`src/rtl/fetch_pc_unit.sv`:
```
`default_nettype none
// ============================================================================
// Module      : fetch_pc_unit
// Description : PC / fetch control ahead of the byte-addressed instruction
//               memory: increment, stall, jump/branch redirect, halt detect.
//               Optional macro FETCH_STEP_EN adds debug single-step inputs.
// Revision    : 1.0 - initial release
// ============================================================================
module fetch_pc_unit #(
    parameter int                 bitsDir   = 32,
    parameter int                 MEM_BYTES = 128,
    parameter logic [bitsDir-1:0] HALT_WORD = 32'hFFFFFFFF
) (
    input  logic               clk,
    input  logic               reset,
    input  logic               stall,
    input  logic               jump,
    input  logic [bitsDir-1:0] jump_target,
    input  logic               branch_taken,
    input  logic [bitsDir-1:0] branch_target,
    input  logic [bitsDir-1:0] instruction,
`ifdef FETCH_STEP_EN
    input  logic               step,
    input  logic               step_mode,
`endif
    output logic [bitsDir-1:0] Addr,
    output logic [bitsDir-1:0] pc_plus4,
    output logic               fetch_valid,
    output logic               halted,
    output logic               misaligned
);

    localparam int         c_AW       = $clog2(MEM_BYTES);
    localparam logic [1:0] c_ST_IDLE  = 2'd0;
    localparam logic [1:0] c_ST_RUN   = 2'd1;
    localparam logic [1:0] c_ST_STALL = 2'd2;
    localparam logic [1:0] c_ST_HALT  = 2'd3;

    logic [1:0]      r_state;
    logic [c_AW-1:0] r_pc;
    logic            r_fv;
    logic            r_halted;
    logic            r_mis;
    logic            r_bubble;

    logic               w_redirect;
    logic [bitsDir-1:0] w_target;
    logic [c_AW-1:0]    w_tgt_pc;
    logic               w_tgt_mis;
    logic [c_AW-1:0]    w_pc_inc;
    logic               w_is_halt;
    logic               w_stall;
    logic               w_unused_bits;

    assign w_redirect = jump | branch_taken;
    assign w_target   = jump ? jump_target : branch_target;
    // Targets wrap modulo MEM_BYTES and are forced word-aligned.
    assign w_tgt_pc   = {w_target[c_AW-1:2], 2'b00};
    assign w_tgt_mis  = |w_target[1:0];
    assign w_pc_inc   = r_pc + c_AW'(4);
    assign w_is_halt  = (instruction == HALT_WORD);

`ifdef FETCH_STEP_EN
    assign w_stall = stall | (step_mode & ~step);
`else
    assign w_stall = stall;
`endif

    assign w_unused_bits = ^{jump_target[bitsDir-1:c_AW], branch_target[bitsDir-1:c_AW]};

    assign Addr        = {{(bitsDir-c_AW){1'b0}}, r_pc};
    assign pc_plus4    = {{(bitsDir-c_AW){1'b0}}, w_pc_inc};
    assign fetch_valid = r_fv;
    assign halted      = r_halted;
    assign misaligned  = r_mis;

    always_ff @(posedge clk) begin
        if (reset) begin
            r_state  <= c_ST_IDLE;
            r_pc     <= '0;
            r_fv     <= 1'b0;
            r_halted <= 1'b0;
            r_mis    <= 1'b0;
            r_bubble <= 1'b0;
        end else begin
            case (r_state)
                c_ST_IDLE: begin
                    r_state  <= c_ST_RUN;
                    r_fv     <= 1'b1;
                    r_bubble <= 1'b0;
                end
                c_ST_RUN, c_ST_STALL: begin
                    if (w_redirect) begin
                        r_state  <= c_ST_RUN;
                        r_pc     <= w_tgt_pc;
                        r_fv     <= 1'b0;
                        r_bubble <= 1'b1;
                        r_mis    <= r_mis | w_tgt_mis;
                    // The word presented during a flush bubble is stale, so it is never halt-checked.
                    end else if ((r_state == c_ST_RUN) && !r_bubble && w_is_halt) begin
                        r_state  <= c_ST_HALT;
                        r_fv     <= 1'b0;
                        r_halted <= 1'b1;
                    end else if (w_stall) begin
                        r_state  <= c_ST_STALL;
                        r_fv     <= 1'b0;
                        r_bubble <= 1'b0;
                    end else if ((r_state == c_ST_STALL) || r_bubble) begin
                        r_state  <= c_ST_RUN;
                        r_fv     <= 1'b1;
                        r_bubble <= 1'b0;
                    end else begin
                        r_pc <= w_pc_inc;
                        r_fv <= 1'b1;
                    end
                end
                c_ST_HALT: begin
                    r_fv <= 1'b0;
                end
                default: begin
                    r_state <= c_ST_IDLE;
                    r_fv    <= 1'b0;
                end
            endcase
        end
    end

endmodule
`default_nettype wire

```
`config.mk`:
```
export PLATFORM = sky130hd
export DESIGN_NAME = fetch_pc_unit
export DESIGN_NICKNAME = d
export VERILOG_FILES = /design/src/rtl/fetch_pc_unit.sv
export SDC_FILE = /design/constraint.sdc
export NUM_CORES = 1
export LEC_CHECK = 0
export CAP_MARGIN = 20
export CORE_AREA = 2 2 65 67
export CTS_CLUSTER_SIZE = 16
export DETAILED_ROUTE_END_ITERATION = 6
export DIE_AREA = 0 0 67 69
export DONT_BUFFER_PORTS = 1
export GPL_TIMING_DRIVEN = 0
export SLEW_MARGIN = 10
export SYNTH_ARGS = -nofsm -noshare
export SYNTH_HDL_FRONTEND = slang
export SYNTH_SLANG_ARGS = --single-unit
```
`constraint.sdc`:
```
create_clock -name clk -period 4 [get_ports clk]
set_clock_uncertainty 0.05 [all_clocks]
set_input_delay 0.6 -clock clk [delete_from_list [all_inputs] [get_ports clk]]
set_output_delay 0.6 -clock clk [all_outputs]
set_load 0.01 [all_outputs]
```
==> impl_metrics.csv <==
group,metric,value,unit
outcome,status,"finished clean",
final_layout,num-nets-final,323,
setup_path,startpoint_type,"flop",
run,cap_violations,0,
sta,finalCritPeriodShare,0.549,
logic_synthesis,yosysMostFrequentCell,"buf_4",
clock_network,cts.repair.resized,0,
sta,period_needed,2.20,ns
logic_synthesis,synth_cell_type_count,33,
placement,dpl-instance-area,0.00148,mm2
setup_path,arrival,2.30,ns
pwr,vdd.ir_drop.worst,0.000121,V
drt,vias,1045,
setup_path,slowest_delay,0.42,ns
global_route,grt_max_degree,11,
logic_synthesis,ys_top_cells_by_area,"buf_4, dfxtp_1, ha_1",
logic_synthesis,netlist_instances,159,
logic_synthesis,synth_top_cells_by_count,"buf_4, nor2_1, dfxtp_1",
final_layout,area_growth,25.2,%
setup_path,crit_start,"r_state[0]",
floorplan,die_h,69,um
setup_path,worstReg2RegStart,"r_state[0]",
clock_network,h-tree-depth,1,
sta,holdWs,0.407,ns
setup_path,crit_family,"compound AO/OA/AOI/OAI gates",
floorplan,die_area,0.00462,mm2
drt,drt-initial-drc-count,28,
sta,worst_pin_slew,0.639,ns
sta,fmax,455,MHz
drt,ant_nets,0,
floorplan,coreArea,0.00391,mm2
hold_path,holdCritStartpoint,"reset",
drt,dr.pass1.iters,4,
drt,wl_met1,1010,um
clock_network,clk-insertion-delay-late,0.24,ns
pwr,leakagePower,0.804,nW
sta,hold_violations,0,
global_route,overflow,0,
logic_synthesis,synth_area,0.00122,mm2
setup_path,crit_chain,"inv_1 > ha_1 > buf_6 > or4b_1 > buf_2 > o32ai_4 > a22oi_2 > a211oi_2",
pwr,p_per_area,250,mW/mm2
global_route,grt_first_pass_wirelength,4150,um
drt,viasPerCell,3.93,
placement,port_buffers,0,
drt,met2_length,1300,um
global_route,grtUsageTotal,0.118,
logic_synthesis,synth.largest_area_cell,"buf_4",
drt,wl_per_cell,10.5,um
setup_path,critPathKind,"flop to flop",
drt,top_layer_used,"met4",
drt,drt_wl_total,2780,um
final_layout,design_area,0.00153,mm2
clock_network,cts_setup_buffers,0,
logic_synthesis,synthArstFlopShare,0,
setup_path,crit_buf_inv,3,
placement,place_hpwl,2390,um
drt,drc_errors,0,
placement,gp_congestion,0.783,
logic_synthesis,synth_edf_count,0,
clock_network,cts.sinks,11,
hold_path,hp-class,"input pin to flop",
sta,rsz0062_at_grt,"false",
logic_synthesis,yosysWarningCount,0,
floorplan,io_pins,168,
sta,fin_ws,1.80,ns
pwr,power,0.382,mW
logic_synthesis,synth_seq_cells,11,
clock_network,clockBufferDepth,2,
final_layout,fillers,422,
setup_path,path_max_fanout,9,
floorplan,start_util,0.311,
setup_path,end_kind,"flop",
drt,wl_met3,463,um
clock_network,root_buffer,"clkbuf_8",
logic_synthesis,yosysTopAreaCellShare,0.333,
clock_network,cts_tree,"yes",
clock_network,cts_buffers,3,
sta,tns,0,ns
logic_synthesis,yosysSeqAreaShare,0.181,
logic_synthesis,syn_avg_cell_area,7.66,um2
setup_path,cp_slowest_cell,"or4b_1",
sta,setup_viol_count_final,0,
global_route,grt_pass1_vias,838,
floorplan,dieWidth,67,um
final_layout,layout-drive-gt1-share,0.301,
placement,dp_worst_setup_slack,1.81,ns
setup_path,cp.required,4.11,ns
sta,max_slew_margin,0.571,
floorplan,num_rows,23,
clock_network,postCtsHoldBufs,0,
global_route,grt_antenna_before_repair,0,
sta,maxSlewViolCount,0,
clock_network,clk_pin_slew,0.05,ns
logic_synthesis,ys.flop_type,"dfxtp_1",
final_layout,antenna_cells,0,
through the flow:
step	utilization	std cells
after floorplan	-	212
after global placement	0.378	262
after detailed placement	0.378	262
after CTS	0.390	266
after global routing	0.390	266
final	0.390	266
cells in the final DEF, fill, tap and decap left out, types with 3 or more instances in the layout:
cell and instances:
nand4_1 8, conb_1 54, o211ai_1 4, a21oi_1 8, a31oi_1 3, nand2_1 5, dfxtp_1 11, clkbuf_8 3
nor3_1 5, buf_2 3, inv_1 6, buf_4 54, o21ai_0 3, nand3_1 7, xor2_1 3, ha_1 5
nor2_1 13
layer usage:
layer	up-vias	GRT usage
met2	61	0.178
li1	559	-
met1	423	0.137
met4	0	0.0295
met3	2	0.0783
met5	-	0
cells by family after synthesis:
| kind of cell | count (synthesis) | synth area share |
|---|---|---|
| buffers and inverters | 66 | 0.379 |
| and+or+nand+nor | 44 | 0.187 |
| AOI/OAI and AO/OA | 27 | 0.161 |
| DFF | 11 | 0.181 |
| adders and majority gates | 5 | 0.0513 |
| xor gates and xnor gates | 3 | 0.0216 |
| muxes | 2 | 0.0164 |
| other | 1 | 0.00308 |
final timing paths:
kind / to / slack [ns] / cells after the start
setup reg to reg: r_state[1] / 1.80 / 8
setup / recovery: r_state[1] / 1.80 / 8
hold reg to reg: r_bubble / 0.47 / 2
hold / removal: r_pc[2] / 0.41 / 1
sequential cells by signal, summed over array words and instances (netlist names):
name         count
fetch_valid      1
halted           1
misaligned       1
r_bubble         1
r_pc             5
r_state          2
cell type report:
cell class / instances / area (um2) / area share
clock buffers: 4 / 45.0 / 0.0295
multi-input cells: 135 / 736 / 0.482
flip-flops and latches: 11 / 220 / 0.144
plain buffers: 60 / 439 / 0.288
well taps: 50 / 62.6 / 0.0410
inverters: 6 / 22.5 / 0.0148
report_power, final:
group / switching (mW) / leakage [nW] / internal, mW
clock network: 0.0411 / 0.0228 / 0.0699
logic: 0.0738 / 0.691 / 0.0631
registers: 0.0144 / 0.0906 / 0.120
total: 0.129 / 0.804 / 0.253
Power figures use the tool's default switching activity.
